## src/rtl/midi_uart_receiver.sv

```systemverilog
// MIDI 8-N-1 serial receiver: 31 250 baud line to byte + one-cycle strobe.
// Optional build macro: MIDI_RX_MAJORITY_VOTE_EN (2-of-3 vote per bit sample).
module midi_uart_receiver #(
  parameter int CLOCK_HZ = 50_000_000,
  parameter int BAUD     = 31_250
) (
  input  logic       clock_50_000_000,
  input  logic       reset,
  input  logic       midi_rx,
  output logic [7:0] data_out,
  output logic       data_out_ready,
  output logic       framing_error,
  output logic       busy
);

  localparam int CYCLES_PER_BIT = CLOCK_HZ / BAUD;
  localparam int HALF_BIT       = CYCLES_PER_BIT / 2;
  localparam int CNT_W          = $clog2(CYCLES_PER_BIT);

  localparam logic [CNT_W-1:0] BIT_LAST  = CNT_W'(CYCLES_PER_BIT - 1);
  localparam logic [CNT_W-1:0] HALF_LAST = CNT_W'(HALF_BIT - 1);

  localparam logic [2:0] S_IDLE  = 3'd0;
  localparam logic [2:0] S_START = 3'd1;
  localparam logic [2:0] S_DATA  = 3'd2;
  localparam logic [2:0] S_STOP  = 3'd3;
  localparam logic [2:0] S_BREAK = 3'd4;

  if (CYCLES_PER_BIT < 16) begin : g_rate_check
    $error("midi_uart_receiver: CLOCK_HZ/BAUD must be at least 16");
  end

  logic             sync_1;
  logic             rx_sync;
  logic             sample;
  logic [2:0]       state;
  logic [CNT_W-1:0] cnt;
  logic [2:0]       idx;
  logic [7:0]       shift_reg;

  // Both flops reset high so an idle line is not mistaken for a start bit.
  // NOTE: sequential state uses non-blocking (<=) so every flop samples pre-edge values.
  always_ff @(posedge clock_50_000_000 or posedge reset) begin
    if (reset) begin
      sync_1  <= 1'b1;
      rx_sync <= 1'b1;
    end else begin
      sync_1  <= midi_rx;
      rx_sync <= sync_1;
    end
  end

`ifdef MIDI_RX_MAJORITY_VOTE_EN
  // hist[0] is rx_sync one cycle before the target, hist[1] two cycles before.
  logic [1:0] hist;

  always_ff @(posedge clock_50_000_000 or posedge reset) begin
    if (reset) hist <= 2'b11;
    else       hist <= {hist[0], rx_sync};
  end

  assign sample = (hist[1] & hist[0]) | (hist[1] & rx_sync) | (hist[0] & rx_sync);
`else
  assign sample = rx_sync;
`endif

  always_ff @(posedge clock_50_000_000 or posedge reset) begin
    if (reset) begin
      state          <= S_IDLE;
      cnt            <= '0;
      idx            <= 3'd0;
      shift_reg      <= 8'h00;
      data_out       <= 8'h00;
      data_out_ready <= 1'b0;
      framing_error  <= 1'b0;
    end else begin
      data_out_ready <= 1'b0;
      framing_error  <= 1'b0;
      case (state)
        S_IDLE: begin
          cnt <= '0;
          idx <= 3'd0;
          if (!rx_sync) state <= S_START;
        end
        S_START: begin
          if (cnt == HALF_LAST) begin
            cnt   <= '0;
            idx   <= 3'd0;
            // A high line at mid-start-bit means the falling edge was a glitch.
            state <= sample ? S_IDLE : S_DATA;
          end else begin
            cnt <= cnt + 1'b1;
          end
        end
        S_DATA: begin
          if (cnt == BIT_LAST) begin
            cnt       <= '0;
            shift_reg <= {sample, shift_reg[7:1]};
            idx       <= idx + 3'd1;
            if (idx == 3'd7) state <= S_STOP;
          end else begin
            cnt <= cnt + 1'b1;
          end
        end
        S_STOP: begin
          if (cnt == BIT_LAST) begin
            cnt <= '0;
            if (sample) begin
              data_out       <= shift_reg;
              data_out_ready <= 1'b1;
              state          <= S_IDLE;
            end else begin
              framing_error <= 1'b1;
              state         <= S_BREAK;
            end
          end else begin
            cnt <= cnt + 1'b1;
          end
        end
        S_BREAK: begin
          cnt <= '0;
          if (rx_sync) state <= S_IDLE;
        end
        default: begin
          state <= S_IDLE;
          cnt   <= '0;
        end
      endcase
    end
  end

  assign busy = (state != S_IDLE);

endmodule

```

## config.mk

```make
export PLATFORM = sky130hd
export DESIGN_NAME = midi_uart_receiver
export DESIGN_NICKNAME = d
export VERILOG_FILES = /design/src/rtl/midi_uart_receiver.sv
export SDC_FILE = /design/constraint.sdc
export NUM_CORES = 1
export LEC_CHECK = 0
export BUFFER_PORTS_ARGS = -buffer_cell sky130_fd_sc_hd__buf_4
export CAP_MARGIN = 40
export CORE_MARGIN = 2
export CORE_UTILIZATION = 37
export CTS_BUF_LIST = sky130_fd_sc_hd__clkbuf_4 sky130_fd_sc_hd__clkbuf_8
export CTS_CLUSTER_DIAMETER = 60
export CTS_CLUSTER_SIZE = 14
export DETAILED_ROUTE_END_ITERATION = 16
export PLACE_DENSITY_LB_ADDON = 0.15
export SETUP_SLACK_MARGIN = 0.5
export SYNTH_ARGS = -nofsm -noshare
export SYNTH_HDL_FRONTEND = slang
export SYNTH_SLANG_ARGS = --single-unit
```

## constraint.sdc

```tcl
create_clock -name clock_50_000_000 -period 5.45 [get_ports clock_50_000_000]
set_clock_uncertainty 0.2 [all_clocks]
set_input_delay 1.09 -clock clock_50_000_000 [delete_from_list [all_inputs] [get_ports clock_50_000_000]]
set_output_delay 1.09 -clock clock_50_000_000 [all_outputs]
set_load 0.005 [all_outputs]
```

==> qor.txt <==
================================================================================
Pwr dens ..........................................................  276 nW/um^2
Wire length of the first global-routing pass ......................      5.08 mm
Number of hold violations in the final report .....................            0
Final total power .................................................   0.000529 W
Net Count, Synth ..................................................          143
# rows ............................................................           24
Static leakage ....................................................     0.947 nW
Number of flip-flops in the largest register ......................           11
Minimum setup slack among reg-to-reg paths ........................      2.97 ns
Worst-path fanout max .............................................           10
Maximum clock frequency ...........................................      385 MHz
Number of nets in the layout ......................................          160
Crit path largest cell delay ......................................      0.49 ns
Filler cell count in the final layout .............................          418
Cell family with the largest share of critical-path delay .........   flip-flops
Number of remaining DRC errors ....................................            0
Count of state elements after synthesis ...........................           37
Crit path buf inv count ...........................................            1
Antenna diode count ...............................................            0
Number of hold buffers added after cts ............................            0
Kind of end point of the critical path ............................   output pin
Number of global-route vias before repair .........................         1103
GPL Wtd Cong ......................................................        0.862
Horizontal extent of the die ......................................      70.7 um
Number of ports placed on the die boundary ........................           14
Critical Path RT ..................................................      4.16 ns
Average routed wire per standard cell .............................      13.7 um
GRT Util Overall ..................................................        12.9%
Final non-filler cell total .......................................          207
Die outline area ..................................................   5000 sq um
Critical Path AT ..................................................      1.31 ns
Instance area at placement ........................................   1800 sq um
Post-synthesis instance total .....................................          137
Yosys warning total ...............................................            0
Setup Fix Bufs, Post-CTS ..........................................            0
Number of antenna violations at the first check in global routing .            0
Maximum vdd ir drop ...............................................       174 uV
Root Driver ....................................................... sky130_fd_sc_hd__clkbuf_8
Total clock buffers created by CTS ................................            5
Die Span Y ........................................................      70.7 um
Area of all placed cells without fillers ..........................   1920 sq um
Post-detailed-route count of antenna-violating nets ...............            0
Post_cts resized ..................................................            0
Gr ovfl total .....................................................            0
Buffers on Ports ..................................................           13
Total negative slack for setup checks .............................         0 ns
Maximum number of pins on one net before global-route repair ......           38
Sequential area share after synthesis .............................        56.4%
Area growth from synthesis to layout ..............................        16.5%
Average vias per placed instance ..................................         5.09
Crit Path Class ...................................................   reg -> out
Detailed Route Iter0 Violations ...................................          103
DP Wirelength .....................................................      1.95 mm
Detailed-router iteration count before antenna repair .............            4
Floorplan Core Area ...............................................   4320 sq um
Setup repair after global routing missed its margin ...............           no
Slew Limit Fails ..................................................            0
Post-synthesis average cell area ..................................   12.0 sq um
Max-Cap Viols .....................................................            0
Effective utilization at floorplan ................................        38.1%
# setup viols final ...............................................            0
Cells traversed along the worst timing path ....................... or3_1, buf_4
Clock period minus worst slack ....................................      2.60 ns
Final worst-path cycle share ......................................        47.7%
Min-Delay Path Class ..............................................   reg -> reg
Clock tree from TritonCTS .........................................          yes
Netlist area before placement .....................................   1650 sq um
Via total after detailed routing ..................................         1053
Clock-pin slew on the worst setup and hold paths ..................      0.07 ns
Final-layout worst hold slack .....................................     0.156 ns
Startpoint type of the worst setup path ...........................    flip-flop
Max transition margin .............................................        44.6%
Slew @ Worst Pin ..................................................     0.823 ns
Run status ........................................................ complete, no violations
Layout cells sized above 1 ........................................        31.6%
CTS H-Tree Depth ..................................................            2
Clock latency at the later pin of the worst-skew pair .............      0.28 ns
Sum of routed wire length over all layers .........................      2.84 mm
Largest buffer count on any clock path ............................            2
Number of placed instances with taps included .....................          199
Slowest stage cell, crit path ..................................... sky130_fd_sc_hd__dfrtp_1
Synth cell types ..................................................           33
Clock tree sinks ..................................................           37
================================================================================
[path summary, 6_finish.rpt]
| check | from | end | cells past startpoint |
|---|---|---|---|
| max | state[1] | busy | 2 |
| min | sync_1 | rx_sync | 0 |
| max reg2reg | cnt[0] | shift_reg[4] | 5 |
| min reg2reg | sync_1 | rx_sync | 0 |
| max in group asynchronous | reset | rx_sync | 3 |
| min in group asynchronous | reset | data_out[5] | 3 |
[layout by cell type, fill, tap and decap left out, drive strengths merged]
cell type and instances:
o32a 1, nand2 7, nor3b 1, dfstp 2
nor4b 1, o22a 1, nor2 18, nand2b 2
nor4 3, nand4 3, inv 5, mux2 17
and4 2, o21bai 1, ha 3, and3 4
bufinv 1, nand3 4, o22ai 1, o21ai 2
or3 1, buf 14, or3b 3, xnor2 4
dfrtp 35, nor3 3, a21oi 2, a211o 2
clkbuf 6, xor2 4, clkinvlp 1, a311oi 1
[cell families after synthesis]
kind of cell / share of synthesized area [%]
xor gates and xnor gates: 4.25
buffers and inverters: 2.28
and+or+nand+nor: 18.2
DFF: 56.4
muxes: 11.6
AOI/OAI and AO/OA: 4.94
adders and majority gates: 2.28
[where the power goes]
part            total (W)  switching (W)  internal [W]
clock network    0.000245      0.0000960      0.000149
logic          0.00000733     0.00000559    0.00000174
registers        0.000277    0.000000844      0.000276
total            0.000529       0.000102      0.000426
[cells in the mapped netlist, drive strengths merged]
cell type | instances | area, sq um
mux2 | 17 | 191
nand2 | 7 | 26.3
a211o | 2 | 17.5
nand3 | 4 | 20.0
xnor2 | 4 | 35.0
dfstp | 2 | 52.6
a21oi | 2 | 10.0
o32a | 1 | 11.3
o22ai | 1 | 6.26
o21ai | 2 | 10.0
nor4 | 3 | 33.8
nor3b | 1 | 18.8
or3 | 1 | 6.26
xor2 | 4 | 35.0
nor2 | 18 | 67.6
clkbuf | 3 | 11.3
a311oi | 1 | 8.76
and4 | 2 | 18.8
o21bai | 1 | 7.51
dfrtp | 35 | 876
nor4b | 1 | 8.76
and3 | 4 | 25.0
buf | 1 | 7.51
nand4 | 3 | 18.8
nor3 | 3 | 15.0
ha | 3 | 37.5
o22a | 1 | 10.0
nand2b | 2 | 12.5
inv | 5 | 18.8
or3b | 3 | 28.8
[through the flow]
step	setup WS, ns	utilization (%)
finish	2.85	44.4
global route	2.81	44.4
CTS	2.85	44.4
detailed placement	2.96	41.6
global placement	3.03	41.6
floorplan	3.21	-
[cell type report]
class,instances,area (sq um),share of cell area (%)
timing repair buffer,14,105,5.48
sequential,37,928,48.4
tap,52,65.1,3.39
multi-input combinational,91,681,35.5
inverter,5,18.8,0.978
clock buffer,6,82.6,4.31
clock inverter,2,37.5,1.96
[per-layer routing]
metal	routed length, um	vias up	GRT usage, %
met3	78	7	3.28
met2	1360	15	20.0
met1	1350	512	16.7
met4	55	0	6.92
li1	-	519	-
met5	0	-	0
Note: power is estimated with default switching activity, not from simulation.
